<file path="config.mk">
export PLATFORM = sky130hd
export DESIGN_NAME = reset_sequencer_flat
export DESIGN_NICKNAME = d
export VERILOG_FILES = /design/src/rtl/reset_sequencer_pkg.sv /design/src/rtl/reset_sequencer_if.sv /design/src/rtl/reset_sequencer_sync2.sv /design/src/rtl/reset_sequencer.sv /design/src/flat_wrapper.sv
export SDC_FILE = /design/constraint.sdc
export NUM_CORES = 1
export LEC_CHECK = 0
export ABC_AREA = 1
export CAP_MARGIN = 20
export CELL_PAD_IN_SITES_DETAIL_PLACEMENT = 1
export CELL_PAD_IN_SITES_GLOBAL_PLACEMENT = 2
export CORE_MARGIN = 2
export CORE_UTILIZATION = 32
export DETAILED_ROUTE_END_ITERATION = 12
export GPL_TIMING_DRIVEN = 0
export HOLD_SLACK_MARGIN = 0.08
export PLACE_DENSITY_LB_ADDON = 0.3
export SLEW_MARGIN = 40
export SYNTH_ARGS = -nofsm -noshare
export SYNTH_HDL_FRONTEND = slang
export SYNTH_SLANG_ARGS = --single-unit
</file>
<file path="constraint.sdc">
create_clock -name clk -period 1.75 [get_ports clk]
set_clock_uncertainty 0.2 [all_clocks]
set_input_delay 0.4375 -clock clk [delete_from_list [all_inputs] [get_ports clk]]
set_output_delay 0.4375 -clock clk [all_outputs]
set_load 0.02 [all_outputs]
</file>
<file path="src/rtl/reset_sequencer_pkg.sv">
// Shared types and constants for the reset sequencer: state encoding, reset
// cause codes and default counter sizes.
package reset_sequencer_pkg;

  localparam int unsigned HOLD_CNT_SIZE_DEF = 4;
  localparam int unsigned GAP_CNT_SIZE_DEF  = 3;
  localparam int unsigned DRAM_TO_SIZE_DEF  = 8;

  localparam int unsigned STATE_W = 3;
  localparam int unsigned CAUSE_W = 2;

  typedef enum logic [STATE_W-1:0] {
    ST_RUN        = 3'd0,
    ST_HOLD       = 3'd1,
    ST_WAIT_DRAM  = 3'd2,
    ST_GAP_PERIPH = 3'd3,
    ST_GAP_CPU    = 3'd4
  } state_e;

  localparam logic [CAUSE_W-1:0] CAUSE_POWER = 2'd0;
  localparam logic [CAUSE_W-1:0] CAUSE_BTN   = 2'd1;
  localparam logic [CAUSE_W-1:0] CAUSE_SW    = 2'd2;
  localparam logic [CAUSE_W-1:0] CAUSE_WDT   = 2'd3;

  function automatic int unsigned max_u(input int unsigned a, input int unsigned b);
    return (a > b) ? a : b;
  endfunction

endpackage

</file>
<file path="src/rtl/reset_sequencer_if.sv">
// Request/reset bundle between the reset sequencer (master) and the rest of
// the system (slave).
interface reset_sequencer_if;
  import reset_sequencer_pkg::*;

  logic               btn_n;
  logic               sw_req;
  logic               wdt_req;
  logic               dram_ready;
  logic               cause_clr;
  logic               rst_dram;
  logic               rst_periph;
  logic               rst_cpu;
  logic               busy;
  logic [CAUSE_W-1:0] cause;
  logic               dram_to;

  modport master (
    input  btn_n, sw_req, wdt_req, dram_ready, cause_clr,
    output rst_dram, rst_periph, rst_cpu, busy, cause, dram_to
  );

  modport slave (
    output btn_n, sw_req, wdt_req, dram_ready, cause_clr,
    input  rst_dram, rst_periph, rst_cpu, busy, cause, dram_to
  );

endinterface

</file>
<file path="src/rtl/reset_sequencer_sync2.sv">
// Generic two-flop synchroniser; both flops load RST_VAL while rst is high.
module sync2 #(
  parameter logic RST_VAL = 1'b1
) (
  input  logic clk,
  input  logic rst,
  input  logic d,
  output logic q
);

  logic meta;

  always_ff @(posedge clk or posedge rst) begin
    if (rst) begin
      meta <= RST_VAL;
      q    <= RST_VAL;
    end else begin
      meta <= d;
      q    <= meta;
    end
  end

endmodule

</file>
<file path="src/rtl/reset_sequencer.sv">
// Reset sequencer: merges button/software/watchdog requests, holds all domains
// in reset, then releases DRAM, peripherals and CPU in order; records the cause.
module reset_sequencer
  import reset_sequencer_pkg::*;
#(
  parameter int unsigned HOLD_CNT_SIZE = HOLD_CNT_SIZE_DEF,
  parameter int unsigned GAP_CNT_SIZE  = GAP_CNT_SIZE_DEF,
  parameter int unsigned DRAM_TO_SIZE  = DRAM_TO_SIZE_DEF
) (
  input logic              clk,
  input logic              rst,
  reset_sequencer_if.master bus
);

  localparam int unsigned CNT_W = max_u(max_u(HOLD_CNT_SIZE, DRAM_TO_SIZE), GAP_CNT_SIZE);

  localparam logic [CNT_W-1:0] HOLD_LAST = CNT_W'((64'd1 << HOLD_CNT_SIZE) - 64'd1);
  localparam logic [CNT_W-1:0] GAP_LAST  = CNT_W'((64'd1 << GAP_CNT_SIZE) - 64'd1);
  localparam logic [CNT_W-1:0] TO_LAST   = CNT_W'((64'd1 << DRAM_TO_SIZE) - 64'd1);

  state_e             state;
  state_e             state_nxt;
  logic [CNT_W-1:0]   cnt;
  logic [CNT_W-1:0]   cnt_nxt;
  logic [CAUSE_W-1:0] cause_q;
  logic [CAUSE_W-1:0] cause_nxt;
  logic               dram_to_q;
  logic               to_hit;
  logic               rst_dram_q;
  logic               rst_periph_q;
  logic               rst_cpu_q;
  logic               busy_q;
  logic               btn_n_sync;
  logic               btn;
  logic               req;

  sync2 #(.RST_VAL(1'b1)) u_btn_sync (
    .clk (clk),
    .rst (rst),
    .d   (bus.btn_n),
    .q   (btn_n_sync)
  );

  assign btn = ~btn_n_sync;
  assign req = btn | bus.sw_req | bus.wdt_req;

  // Next state / counter; any request restarts the hold from zero.
  always_comb begin
    state_nxt = state;
    cnt_nxt   = cnt + CNT_W'(1);
    to_hit    = 1'b0;
    cause_nxt = cause_q;
    if (req) begin
      state_nxt = ST_HOLD;
      cnt_nxt   = '0;
      if (btn)              cause_nxt = CAUSE_BTN;
      else if (bus.wdt_req) cause_nxt = CAUSE_WDT;
      else                  cause_nxt = CAUSE_SW;
    end else begin
      unique case (state)
        ST_HOLD: begin
          if (cnt == HOLD_LAST) begin
            state_nxt = ST_WAIT_DRAM;
            cnt_nxt   = '0;
          end
        end
        ST_WAIT_DRAM: begin
          // Ready in the timeout cycle still counts as a clean ready.
          if (bus.dram_ready || (cnt == TO_LAST)) begin
            state_nxt = ST_GAP_PERIPH;
            cnt_nxt   = '0;
            to_hit    = ~bus.dram_ready;
          end
        end
        ST_GAP_PERIPH: begin
          if (cnt == GAP_LAST) begin
            state_nxt = ST_GAP_CPU;
            cnt_nxt   = '0;
          end
        end
        ST_GAP_CPU: begin
          if (cnt == GAP_LAST) begin
            state_nxt = ST_RUN;
            cnt_nxt   = '0;
          end
        end
        ST_RUN: begin
          cnt_nxt = '0;
        end
        default: begin
          state_nxt = ST_HOLD;
          cnt_nxt   = '0;
        end
      endcase
    end
  end

  // State, counter and outputs decoded from the next state.
  always_ff @(posedge clk or posedge rst) begin
    if (rst) begin
      state        <= ST_HOLD;
      cnt          <= '0;
      rst_dram_q   <= 1'b1;
      rst_periph_q <= 1'b1;
      rst_cpu_q    <= 1'b1;
      busy_q       <= 1'b1;
      cause_q      <= CAUSE_POWER;
      dram_to_q    <= 1'b0;
    end else begin
      state        <= state_nxt;
      cnt          <= cnt_nxt;
      rst_dram_q   <= (state_nxt == ST_HOLD);
      rst_periph_q <= (state_nxt == ST_HOLD) || (state_nxt == ST_WAIT_DRAM) ||
                      (state_nxt == ST_GAP_PERIPH);
      rst_cpu_q    <= (state_nxt != ST_RUN);
      busy_q       <= (state_nxt != ST_RUN);
      cause_q      <= cause_nxt;
      if (to_hit)             dram_to_q <= 1'b1;
      else if (bus.cause_clr) dram_to_q <= 1'b0;
    end
  end

  assign bus.rst_dram   = rst_dram_q;
  assign bus.rst_periph = rst_periph_q;
  assign bus.rst_cpu    = rst_cpu_q;
  assign bus.busy       = busy_q;
  assign bus.cause      = cause_q;
  assign bus.dram_to    = dram_to_q;

endmodule

</file>
<file path="src/flat_wrapper.sv">
// flat-port wrapper written by rule: the top's interface ports become plain ports
module reset_sequencer_flat import reset_sequencer_pkg::*;
#(
  parameter int unsigned HOLD_CNT_SIZE = HOLD_CNT_SIZE_DEF,
  parameter int unsigned GAP_CNT_SIZE  = GAP_CNT_SIZE_DEF,
  parameter int unsigned DRAM_TO_SIZE  = DRAM_TO_SIZE_DEF
)
  (clk, rst, bus_btn_n, bus_sw_req, bus_wdt_req, bus_dram_ready, bus_cause_clr, bus_rst_dram, bus_rst_periph, bus_rst_cpu, bus_busy, bus_cause, bus_dram_to);
  reset_sequencer_if bus_i ();
  input logic clk;
  input logic rst;
  input wire logic [$bits(bus_i.btn_n)-1:0] bus_btn_n;
  input wire logic [$bits(bus_i.sw_req)-1:0] bus_sw_req;
  input wire logic [$bits(bus_i.wdt_req)-1:0] bus_wdt_req;
  input wire logic [$bits(bus_i.dram_ready)-1:0] bus_dram_ready;
  input wire logic [$bits(bus_i.cause_clr)-1:0] bus_cause_clr;
  output wire logic [$bits(bus_i.rst_dram)-1:0] bus_rst_dram;
  output wire logic [$bits(bus_i.rst_periph)-1:0] bus_rst_periph;
  output wire logic [$bits(bus_i.rst_cpu)-1:0] bus_rst_cpu;
  output wire logic [$bits(bus_i.busy)-1:0] bus_busy;
  output wire logic [$bits(bus_i.cause)-1:0] bus_cause;
  output wire logic [$bits(bus_i.dram_to)-1:0] bus_dram_to;
  assign bus_i.btn_n = bus_btn_n;
  assign bus_i.sw_req = bus_sw_req;
  assign bus_i.wdt_req = bus_wdt_req;
  assign bus_i.dram_ready = bus_dram_ready;
  assign bus_i.cause_clr = bus_cause_clr;
  assign bus_rst_dram = bus_i.rst_dram;
  assign bus_rst_periph = bus_i.rst_periph;
  assign bus_rst_cpu = bus_i.rst_cpu;
  assign bus_busy = bus_i.busy;
  assign bus_cause = bus_i.cause;
  assign bus_dram_to = bus_i.dram_to;
  reset_sequencer #(.HOLD_CNT_SIZE(HOLD_CNT_SIZE), .GAP_CNT_SIZE(GAP_CNT_SIZE), .DRAM_TO_SIZE(DRAM_TO_SIZE)) u_core (.clk(clk), .rst(rst), .bus(bus_i));
endmodule
</file>
Yosys cells after proc, flatten, opt, wreduce, memory -nomap -nowiden --
Cells that the tools add are included.
Word-level totals: flip-flop bits (word level) 19, input bits 7, word-level logic and storage cells 49
Operators by class: $add $sub $neg 1, equality and inequality tests 10, multiplexer cells 18, bitwise gates (word level) 4, reductions and logical operators 7
Operators with widths (count):
- 8-bit two-way mux | 4
- 8-bit case mux with 3 select lines | 1
- 3-bit two-way mux | 5
- 3-bit case mux with 5 select lines | 1
- 3-bit by 2-bit equality test with 1-bit output (second input constant) | 4
- 8-bit by 1-bit adder with 8-bit output (second input constant) | 1
- 8-bit by 3-bit equality test with 1-bit output (second input constant) | 1
- 8-bit by 4-bit equality test with 1-bit output (second input constant) | 1
- 8-bit equality test (second input constant) | 1
- 3-bit by 1-bit equality test with 1-bit output (second input constant) | 2
- 1-bit two-way mux | 6
- 3-bit equality test (second input constant) | 1
- 3-bit logical NOT | 1
- 1-bit logical OR | 3
- 3-bit nonzero test | 1
- 2-bit two-way mux | 1
- 1-bit inverter | 2
- 1-bit bitwise OR | 2
- 2-bit nonzero test | 1
- 2-bit OR reduction | 1

Logic depth before layout (Yosys ltp) --
Gate-level depths: netlist of the first run.
word-level depth 8, mapped depth 8

Cells and area by module --
Synthesis of the first run repeated with hierarchy kept, for this count alone.
Second synthesis, totals: cell total of the unflattened synthesis 114, area, all modules 962.2 um^2
By module, submodules not included:
- reset_sequencer | instances 1, cells each 111, area an instance 905.9 um^2, seq. area each 430.4 um^2
- sync2 | instances 1, cells each 3, area an instance 56.3 um^2, seq. area each 52.6 um^2

Least setup slack after synthesis of the first run --
OpenSTA, ideal clock, no wires.
path kind register to register, start point register u_core.cnt[0], end point register u_core.cnt[7], library setup time 122 ps, data arrival time 1209 ps, required time 1428 ps, path slack 219 ps, stages on the path, launching flop included 9, buffers on the path 0, clock period less this slack 1531 ps, cells stage by stage dfrtp_1 ha_1 nand2_1 nor2_2 nand3_2 nand2_2 nand3_2 nand2_4 nor2_4
On the way: longest elaborated chain between the ends 5, elaborated cells between the ends (all ways) 10, those cells by class add/sub: 1; eq/ne: 3; mux: 5; reduce/logical: 1
Ends and longest elaborated chain:
- start, declared | RTL line reset_sequencer.sv:23 | logic [CNT_W-1:0] cnt;
- start signal, assigned | RTL line reset_sequencer.sv:111 | cnt <= cnt_nxt;
- parallel branches: the longest is 3 deep, another holds 8-bit by 1-bit adder with 8-bit output
- 8-bit case mux with 3 select lines * | RTL line reset_sequencer.sv:60 | unique case (state)
- 8-bit two-way mux * | RTL line reset_sequencer.sv:53 | if (req) begin
- net u_core.cnt_nxt[7] | RTL line reset_sequencer.sv:24 | logic [CNT_W-1:0] cnt_nxt;
Mark *: on every way through the listed nets, which the timed path passes. A chain may end at the register's enable or synchronous reset.

Worst setup path in the final report of the first run --
start point register u_core.rst_periph_q (netlist: u_core.bus.rst_periph), end point output port bus_rst_periph
RTL lines:
- start, declared | RTL line reset_sequencer.sv:30 | logic rst_periph_q;
- start signal, assigned | RTL line reset_sequencer.sv:113 | rst_periph_q <= (state_nxt == ST_HOLD) || (state_nxt == ST_WAIT_DRAM) ||
- end, declared | RTL line flat_wrapper.sv:18 | output wire logic [$bits(bus_i.rst_periph)-1:0] bus_rst_periph;
No word-level cell between the ends.

==> results.md, run 1 <==
* Outcome: complete, no violations
* Fin util at 0.406
* Syn_area_per_cell at 9.27 sq um
* CTS Hold Buffers Added at 0
* Most frequent cells in the layout: nand2_1, inv_1, dfrtp_1
* Worst hold-check path type: reg -> reg
* Critical path class: reg -> out
* # rows at 20
* Worst-path cell chain: clkdlybuf4s15_2
* Post-synthesis sequential area ratio at 0.496
* Clock transition at path regs at 0.11 ns
* CTS buffer count at 3
* Vias post-DR at 715
* CTS tree: yes
* Worst-margin pin slew at 0.730 ns
* Vias in the first global route at 750
* Internal cell power at 0.556 mW
* Drt total wl at 1950 microns
* DR WL/cell at 12.4 microns
* # clock sinks at 19
* Largest net degree at the start of global routing at 20
* Initial DRC Count at 16
* Switching part of the total at 0.230
* NumNets Final at 133
* Post-DP HPWL at 1490 microns
* Layout cells sized above 1 at 0.355
* Area of placed instances at 1140 sq um
* Top reg by flops: u_core.cnt
* Clock Tree Root: clkbuf_4
* Top Family by Delay on Critical Path: flip-flops
* Die footprint at 3500 sq um
* First-pass GRT wire length at 3240 microns
* Slowest-stage cell, CP: dfstp_2
* DRT antenna net count at 0
* Antenna violations before repair at 0
* Final hold vios at 0
* Max_slew headroom at 0.513
* Die X-Extent at 59.2 microns
* Crit path DAT at 1.07 ns
* DRC viols at 0
* Fin area at 1210 sq um
* Worst path required time at 1.11 ns
* Initial Utilization at 0.327
* Clock H-tree levels at 1
* Comb pwr share at 0.072
* Max VDD drop at 284 uV
* I/O pin total at 14
* Warnings, synthesis at 0
* Most common cell after layout, fill and taps aside: nand2_1
* Area contributors post-synth: dfrtp_1, dfstp_2, nor2_2, inv_1, nand2_1
* Worst setup EP type: primary output
* Remaining global-route overflow at 0
* Highest clock rate at 586 MHz
* Final Max Tran Viols at 0
* Chip Height at 59.2 microns
* Synthesized flop and latch total at 19
* Drt via density at 4.55
* Distinct cell type count after synthesis at 25
* Detailed Routing Iterations Pass 1 at 4
* Post-Synthesis Cells at 105
* Largest fanout on the critical path at 1
* Leakage at 0.540 nW
* Startpoint Class: register
* Max-cap violation count at 0
* Finish-stage setup viols at 0
* Cell taking the most area after synthesis: dfrtp_1
* Place WS at -0.274 ns
* All-layer global routing usage at 0.125
* Syn-to-layout area delta at 24.2%
* Clock share of power at 0.303
* Syn Nets at 113
* Mapped Area at 973 sq um
* Power density cells at 598 nW/um^2
* Worst-Skew Late Latency at 0.29 ns
* Clk buf depth at 2
* Minimum clock period at 1.71 ns
* Final critical-path share of the clock period at 0.975
* ANT cells at 0
* Top cell type's share of synthesized area at 0.334
* Buf+Inv Stages, Crit Path at 1
* RSZ-0062 raised after global routing: no
* Sequential share of power at 0.625
* GPL Wtd Cong at 0.756
* Layout fillers at 358
* Crit-path max cell delay at 0.53 ns
* Min Hold Slack at 0.163 ns
* Max reg flops at 8
* Final worst slack at 0.0446 ns
* # port buffers at 13
* Net switching power at 0.166 mW
* Core area at 2980 sq um
[per-layer routing]
layer,part of all wire,global-route usage
met1,0.47,0.165
met3,0.013,0.0197
met2,0.51,0.198
met5,0,0
met4,0.0087,0.0584
[synth_stat cells (all sizes together)]
library cell / n
o22ai: 1
o211ai: 1
xor2: 6
a21oi: 2
nand3: 12
o21ai: 3
dfstp: 6
buf: 1
inv: 17
o31a: 1
dfrtp: 13
ha: 1
nor3: 2
nand2: 18
nor2: 21
[what timing repair did]
item                                   CTS  global route
endpoints found under the hold margin    0             0
setup endpoints to repair                7            13
pin swaps                                0             3
setup buffers                            0             2
gates resized for setup                 14            11
gates cloned                             0             0
[kinds of logic after synthesis]
family | Yosys count | share of synthesized area
xor gates and xnor gates | 6 | 0.0540
DFF | 19 | 0.496
adders and majority gates | 1 | 0.0129
buffers and inverters | 18 | 0.0733
and+or+nand+nor | 53 | 0.299
AOI/OAI and AO/OA | 8 | 0.0643
[power by group through the flow]
stage	clock network (mW)	registers, mW	logic (mW)
floorplan	0	0.462	0.0202
global placement	0	0.459	0.0496
detailed placement	0	0.459	0.0503
CTS	0.240	0.451	0.0485
global route	0.251	0.452	0.0587
finish	0.219	0.452	0.0524
[metrics by stage]
step	std cells	TNS [ns]	power, mW
after floorplan	105	0	0.482
after global placement	151	-2.17	0.509
after detailed placement	151	-2.36	0.510
after CTS	155	0	0.740
after global routing	157	0	0.763
final	157	0	0.722
[area by class of cell]
cell class	instances	area [sq um]	area share
clock inverters	1	5.00	0.00414
clock buffers	3	22.5	0.0186
inverters	17	63.8	0.0528
flip-flops and latches	19	483	0.400
plain buffers	1	7.51	0.00621
repair buffers	15	130	0.108
multi-input cells	68	455	0.377
well taps	33	41.3	0.0342
[worst paths after layout]
path | endpoint | slack [ns] | start | cells after the start
max in group asynchronous | u_core.state[1] | 0.54 | rst | 2
min in group asynchronous | u_core.cnt[5] | 0.36 | rst | 2
max | bus_rst_periph | 0.04 | u_core.bus.rst_periph | 1
min | u_core.u_btn_sync.q | 0.16 | u_core.u_btn_sync.meta | 0
max reg2reg | u_core.cnt[7] | 0.15 | u_core.cnt[0] | 8
min reg2reg | u_core.u_btn_sync.q | 0.16 | u_core.u_btn_sync.meta | 0
Note: power is estimated with default switching activity, not from simulation.
==> run 2: changes to the inputs <==
- CTS_CLUSTER_DIAMETER: unset -> 30
==> results of run 2 <==
Final layout, timing and power as in run 1 (identical DEF).
